**config.mk**
```make
export PLATFORM = sky130hd
export DESIGN_NAME = fetch_unit_flat
export DESIGN_NICKNAME = d
export VERILOG_FILES = /design/src/rtl/fetch_unit_if.sv /design/src/rtl/fetch_unit.sv /design/src/flat_wrapper.sv
export SDC_FILE = /design/constraint.sdc
export NUM_CORES = 1
export LEC_CHECK = 0
export ABC_AREA = 0
export CAP_MARGIN = 20
export CORE_MARGIN = 10
export CORE_UTILIZATION = 47
export CTS_BUF_LIST = sky130_fd_sc_hd__clkbuf_8
export DETAILED_ROUTE_END_ITERATION = 7
export PLACE_DENSITY = 0.79
export SYNTH_ARGS = -nofsm -noshare
export SYNTH_HDL_FRONTEND = slang
export SYNTH_SLANG_ARGS = --single-unit
```
**constraint.sdc**
```tcl
create_clock -name clk -period 2.6 [get_ports clk]
set_input_delay 0.52 -clock clk [delete_from_list [all_inputs] [get_ports clk]]
set_output_delay 0.52 -clock clk [all_outputs]
set_load 0.02 [all_outputs]
```
**src/rtl/fetch_unit_if.sv**
```systemverilog
// Fetch-side bus: instruction memory port, redirect request and the decode handshake.
interface fetch_unit_if #(
  parameter int n = 32
);
  logic [n-1:0] address;
  logic [n-1:0] instruction;
  logic         redirect_valid;
  logic [n-1:0] redirect_target;
  logic         out_valid;
  logic         out_ready;
  logic [n-1:0] out_pc;
  logic [n-1:0] out_instr;

  modport master (
    output address,
    input  instruction,
    input  redirect_valid,
    input  redirect_target,
    output out_valid,
    input  out_ready,
    output out_pc,
    output out_instr
  );

  modport slave (
    input  address,
    output instruction,
    output redirect_valid,
    output redirect_target,
    input  out_valid,
    output out_ready,
    input  out_pc,
    input  out_instr
  );
endinterface

```
**src/rtl/fetch_unit.sv**
```systemverilog
// Instruction fetch: PC register feeding a 2-entry {pc, instr} queue toward decode.
// The head/tail registers are kept at zero whenever unused, so outputs come straight from flops.
module fetch_unit #(
  parameter int           n        = 32,
  parameter logic [n-1:0] RESET_PC = n'(32'h0000_0000)
) (
  input  logic         clk,
  input  logic         reset_n,
  fetch_unit_if.master bus
);

  typedef enum logic [1:0] {
    EMPTY = 2'd0,
    ONE   = 2'd1,
    FULL  = 2'd2
  } state_t;

  localparam logic [n-1:0] pc_step    = n'(32'd4);
  localparam logic [n-1:0] align_mask = ~n'(32'd3);
  localparam logic [n-1:0] zero_word  = {n{1'b0}};

  state_t       state_r, state_nxt_s;
  logic [n-1:0] pc_r, pc_nxt_s;
  logic [n-1:0] head_pc_r, head_pc_nxt_s;
  logic [n-1:0] head_instr_r, head_instr_nxt_s;
  logic [n-1:0] tail_pc_r, tail_pc_nxt_s;
  logic [n-1:0] tail_instr_r, tail_instr_nxt_s;
  logic         valid_s, deq_s, push_s;

  assign bus.address   = pc_r;
  assign bus.out_valid = valid_s;
  assign bus.out_pc    = head_pc_r;
  assign bus.out_instr = head_instr_r;

  // Handshake decode: a push needs a free slot (or one being freed) and no redirect.
  always_comb begin
    valid_s = (state_r != EMPTY);
    deq_s   = valid_s & bus.out_ready;
    push_s  = ((state_r != FULL) | deq_s) & ~bus.redirect_valid;
  end

  // Next-state, PC and queue contents; a redirect flushes and wins over push/deq.
  always_comb begin
    state_nxt_s      = state_r;
    pc_nxt_s         = pc_r;
    head_pc_nxt_s    = head_pc_r;
    head_instr_nxt_s = head_instr_r;
    tail_pc_nxt_s    = tail_pc_r;
    tail_instr_nxt_s = tail_instr_r;
    if (bus.redirect_valid) begin
      state_nxt_s      = EMPTY;
      pc_nxt_s         = bus.redirect_target & align_mask;
      head_pc_nxt_s    = zero_word;
      head_instr_nxt_s = zero_word;
      tail_pc_nxt_s    = zero_word;
      tail_instr_nxt_s = zero_word;
    end else begin
      if (push_s) begin
        pc_nxt_s = pc_r + pc_step;
      end else begin
        pc_nxt_s = pc_r;
      end
      case (state_r)
        EMPTY: begin
          if (push_s) begin
            state_nxt_s      = ONE;
            head_pc_nxt_s    = pc_r;
            head_instr_nxt_s = bus.instruction;
          end else begin
            state_nxt_s = EMPTY;
          end
        end
        ONE: begin
          if (push_s && deq_s) begin
            state_nxt_s      = ONE;
            head_pc_nxt_s    = pc_r;
            head_instr_nxt_s = bus.instruction;
          end else if (push_s) begin
            state_nxt_s      = FULL;
            tail_pc_nxt_s    = pc_r;
            tail_instr_nxt_s = bus.instruction;
          end else if (deq_s) begin
            state_nxt_s      = EMPTY;
            head_pc_nxt_s    = zero_word;
            head_instr_nxt_s = zero_word;
          end else begin
            state_nxt_s = ONE;
          end
        end
        FULL: begin
          // Pop-and-append in one cycle keeps the pipe bubble-free.
          if (deq_s && push_s) begin
            state_nxt_s      = FULL;
            head_pc_nxt_s    = tail_pc_r;
            head_instr_nxt_s = tail_instr_r;
            tail_pc_nxt_s    = pc_r;
            tail_instr_nxt_s = bus.instruction;
          end else if (deq_s) begin
            state_nxt_s      = ONE;
            head_pc_nxt_s    = tail_pc_r;
            head_instr_nxt_s = tail_instr_r;
            tail_pc_nxt_s    = zero_word;
            tail_instr_nxt_s = zero_word;
          end else begin
            state_nxt_s = FULL;
          end
        end
        default: begin
          state_nxt_s      = EMPTY;
          head_pc_nxt_s    = zero_word;
          head_instr_nxt_s = zero_word;
          tail_pc_nxt_s    = zero_word;
          tail_instr_nxt_s = zero_word;
        end
      endcase
    end
  end

  // State registers with synchronous active-low reset overriding everything.
  always_ff @(posedge clk) begin
    if (!reset_n) begin
      state_r      <= EMPTY;
      pc_r         <= RESET_PC;
      head_pc_r    <= zero_word;
      head_instr_r <= zero_word;
      tail_pc_r    <= zero_word;
      tail_instr_r <= zero_word;
    end else begin
      state_r      <= state_nxt_s;
      pc_r         <= pc_nxt_s;
      head_pc_r    <= head_pc_nxt_s;
      head_instr_r <= head_instr_nxt_s;
      tail_pc_r    <= tail_pc_nxt_s;
      tail_instr_r <= tail_instr_nxt_s;
    end
  end

endmodule

```
**src/flat_wrapper.sv**
```systemverilog
// flat-port wrapper written by rule: the top's interface ports become plain ports
module fetch_unit_flat 
#(
  parameter int           n        = 32,
  parameter logic [n-1:0] RESET_PC = n'(32'h0000_0000)
)
  (clk, reset_n, bus_address, bus_instruction, bus_redirect_valid, bus_redirect_target, bus_out_valid, bus_out_ready, bus_out_pc, bus_out_instr);
  fetch_unit_if #(.n(n)) bus_i ();
  input  logic clk;
  input  logic reset_n;
  output wire logic [$bits(bus_i.address)-1:0] bus_address;
  input wire logic [$bits(bus_i.instruction)-1:0] bus_instruction;
  input wire logic [$bits(bus_i.redirect_valid)-1:0] bus_redirect_valid;
  input wire logic [$bits(bus_i.redirect_target)-1:0] bus_redirect_target;
  output wire logic [$bits(bus_i.out_valid)-1:0] bus_out_valid;
  input wire logic [$bits(bus_i.out_ready)-1:0] bus_out_ready;
  output wire logic [$bits(bus_i.out_pc)-1:0] bus_out_pc;
  output wire logic [$bits(bus_i.out_instr)-1:0] bus_out_instr;
  assign bus_address = bus_i.address;
  assign bus_i.instruction = bus_instruction;
  assign bus_i.redirect_valid = bus_redirect_valid;
  assign bus_i.redirect_target = bus_redirect_target;
  assign bus_out_valid = bus_i.out_valid;
  assign bus_i.out_ready = bus_out_ready;
  assign bus_out_pc = bus_i.out_pc;
  assign bus_out_instr = bus_i.out_instr;
  fetch_unit #(.n(n), .RESET_PC(RESET_PC)) u_core (.clk(clk), .reset_n(reset_n), .bus(bus_i));
endmodule
```
==> results.cfg <==
[run_status]
outcome = completed

[critical_path]
critical-path-max-stage-delay_ns = 0.36
worstPathMaxFanout = 27
cp_cell_sequence = inv_1 -> ha_2 -> nand2b_1 -> buf_4 -> inv_2 -> ha_4 -> nor2b_2 -> nor3_2 -> a21oi_4 -> buf_12 -> clkbuf_16 -> or3_1 -> a21oi_1
worstPathRequired_ns = 2.98
cp_data_arrival_time_ns = 2.83
reg2reg_slack_ns = 0.15
startpoint_type = flop
cp-end-kind = flop
crit_type = flop to flop
cp_slowest_cell = or3_1
ff2ff_path_depth = 13
reg2reg_to = u_core.bus.out_pc[12]$_SDFFE_PP0P_
regToRegStartpoint = u_core.state_r[0]$_SDFF_PP0_

[final_layout]
seqCellArea_um2 = 3130
finalNetCount = 1089
layout-drive-gt1-share_pct = 9.77
layout_commonest_cell = clkdlybuf4s50_1
fillCellCount = 1225
instances_no_fill = 1209
final_cell_mix = 158 x clkdlybuf4s50_1, 154 x dfxtp_1, 146 x a21oi_1
area_delta_synth_final_pct = 34.0
multi_input_area_um2 = 3620

[routing]
num_vias = 6952
drt_wl_total_um = 21600
viasPerCell = 5.75
ant_nets = 0
drc = 0
wl_per_cell_um = 17.9
first_iter_violations = 602
first_pass_iters = 5

[sta]
setup_viol = 0
tightestPinTransition_ns = 0.856
min_period_ns = 2.45
final_hold_viol_count = 0
rsz0062_at_grt = no
period_share_pct = 94.3
max_freq_mhz = 408
slew_headroom_pct = 42.9
drv_slew = 0
finalSetupTns_ns = 0
skew_ns = 0.0107

[yosys]
synth_ff_type = dfxtp_1
syn_area_um2 = 7080
synth_top_area_share_pct = 44.1
syn_avg_cell_area_um2 = 8.05
async_flop_share_pct = 0
ys_ff_latch = 156
syn_inst = 880
yosys.area.top_type = dfxtp_1
synth_cell_types = 47
yosysSeqAreaShare_pct = 44.1
synth_edf_count = 0
synth_area_leaders = dfxtp_1 44%, a21oi_1 10%, nand2_1 7.7%, a22oi_1 6.6%, or3_1 5.6%
ys_warn_count = 0

[min_path]
min_to = u_core.bus.out_instr[4]$_SDFFE_PP0P_
hold_class = flop to flop
min_path_cells = 2
worstHoldStart = u_core.bus.out_instr[4]$_SDFFE_PP0P_

[floorplanning]
core_area_um2 = 14600
die_h_um = 143
die_x_um = 143
dieArea_um2 = 20400
row_count = 44
pin_count = 165
start_util_pct = 48.4

[placement]
io_buffer_count = 158
dp.cells = 1171
place_hpwl_um = 13600
place_congestion = 0.814

[clock_tree]
cts-root-buf = clkbuf_8
holdBufCountCts = 0
cts_tree = yes
clk_latency_ns = 0.46
cts.sinks = 156
numCtsBuffers = 17
htreeDepth = 4
clk_path_buf_depth = 2
clkTransAtPathRegs_ns = 0.08

[power]
p_leak_nw = 3.23
ir_worst_vdd_v = 0.000546
power_density_nw_per_um2 = 545

[global_route]
first_global_vias = 6565
grt_overflow_total = 0
grt_usage_pct = 20.0
grt_max_degree = 83
grt_pass1_wl_um = 33300
antenna_found_initial = 2

[run]
maxCapViolCount = 0
[worst max-delay path by stage]
stage | startpoint | to | cells after the start
floorplan | u_core.state_r[0]$_SDFF_PP0_ | u_core.bus.out_instr[29]$_SDFFE_PP0P_ | 14
global placement | bus_out_ready | u_core.bus.out_pc[6]$_SDFFE_PP0P_ | 12
detailed placement | bus_out_ready | u_core.bus.out_pc[17]$_SDFFE_PP0P_ | 12
CTS | u_core.state_r[0]$_SDFF_PP0_ | u_core.bus.out_pc[17]$_SDFFE_PP0P_ | 13
global route | u_core.state_r[0]$_SDFF_PP0_ | u_core.bus.out_pc[12]$_SDFFE_PP0P_ | 13
finish | u_core.state_r[0]$_SDFF_PP0_ | u_core.bus.out_pc[12]$_SDFFE_PP0P_ | 13
[registers in the layout, summed over array words and instances, names as in the netlist]
register,count
u_core.bus.out_instr,32
u_core.tail_instr_r,32
u_core.bus.address,30
u_core.bus.out_pc,30
u_core.tail_pc_r,30
u_core.state_r,2
[synth_stat cells, drive strengths merged (2+ instances only)]
| master | instances |
|---|---|
| and3 | 4 |
| dfxtp | 156 |
| xor2 | 7 |
| and2 | 5 |
| nand3 | 78 |
| o211a | 5 |
| nor4 | 8 |
| ha | 10 |
| nand2b | 3 |
| nand4 | 5 |
| a22oi | 62 |
| nor2 | 2 |
| mux2i | 2 |
| or3 | 63 |
| nand2 | 145 |
| inv | 8 |
| xnor2 | 21 |
| o21ai | 28 |
| nor3 | 8 |
| a21oi | 148 |
| nor2b | 4 |
| and4 | 3 |
| buf | 34 |
| clkbuf | 56 |
[repair_timing]
action | in CTS | in global routing
gates resized for setup | 0 | 11
endpoints found under the setup margin | 0 | 115
buffers inserted | 0 | 1
hold endpoints to repair | 0 | 0
[metal layers]
| metal | up-vias | wire, um | GRT usage (%) |
|---|---|---|---|
| li1 | 3363 | - | - |
| met4 | 2 | 347 | 6.35 |
| met1 | 3293 | 9130 | 24.7 |
| met5 | - | 13 | 0 |
| met3 | 34 | 1840 | 6.27 |
| met2 | 260 | 10300 | 32.5 |
[power breakdown]
group | internal (mW) | switching, mW | leakage (nW)
sequential | 2.45 | 0.0754 | 1.27
combinational | 0.406 | 0.438 | 1.77
clock | 0.889 | 0.911 | 0.196
[area by class of cell]
class | count | share of cell area, %
Sequential cell | 156 | 32.9
Tap cell | 184 | 2.42
Timing Repair Buffer | 199 | 22.1
Inverter | 9 | 0.369
Clock buffer | 19 | 2.75
Clock inverter | 13 | 1.33
Antenna cell | 1 | 0.0264
Multi-Input combinational cell | 628 | 38.1
[stage by stage]
stage	instance area, um^2	total power, mW	hold WS (ns)	util, %	setup slack, ns
floorplan	7100	2.98	0.432	-	-0.00245
global placement	8950	3.36	0.438	61.1	-0.126
detailed placement	8950	3.36	0.442	61.1	-0.184
CTS	9340	5.15	0.454	63.8	0.0586
global route	9490	5.37	0.470	64.8	0.00174
finish	9490	5.17	0.450	64.8	0.148
[worst max-delay path, delay by kind of cell, from the launching register on]
family / cells / cell delay [ns]
flip-flops: 1 / 0.35
adder cells (fa/ha/maj): 2 / 0.35
AO/OA/AOI/OAI: 2 / 0.20
buffers and inverters: 5 / 0.65
AND/OR/NAND/NOR: 4 / 0.81
[cell families (layout without fill, tap and decap cells)]
kind of cell | Yosys count | count (layout) | share of synthesized area, %
fa+ha+maj | 10 | 10 | 1.77
xor+xnor | 28 | 28 | 3.46
compound gates | 253 | 253 | 20.9
mux | 2 | 2 | 0.283
simple gates | 331 | 331 | 23.5
other cells | 1 | 5 | 0.0529
buf+inv | 99 | 240 | 5.97
flops | 156 | 156 | 44.1
No activity file was read; power rests on OpenSTA's default activity.
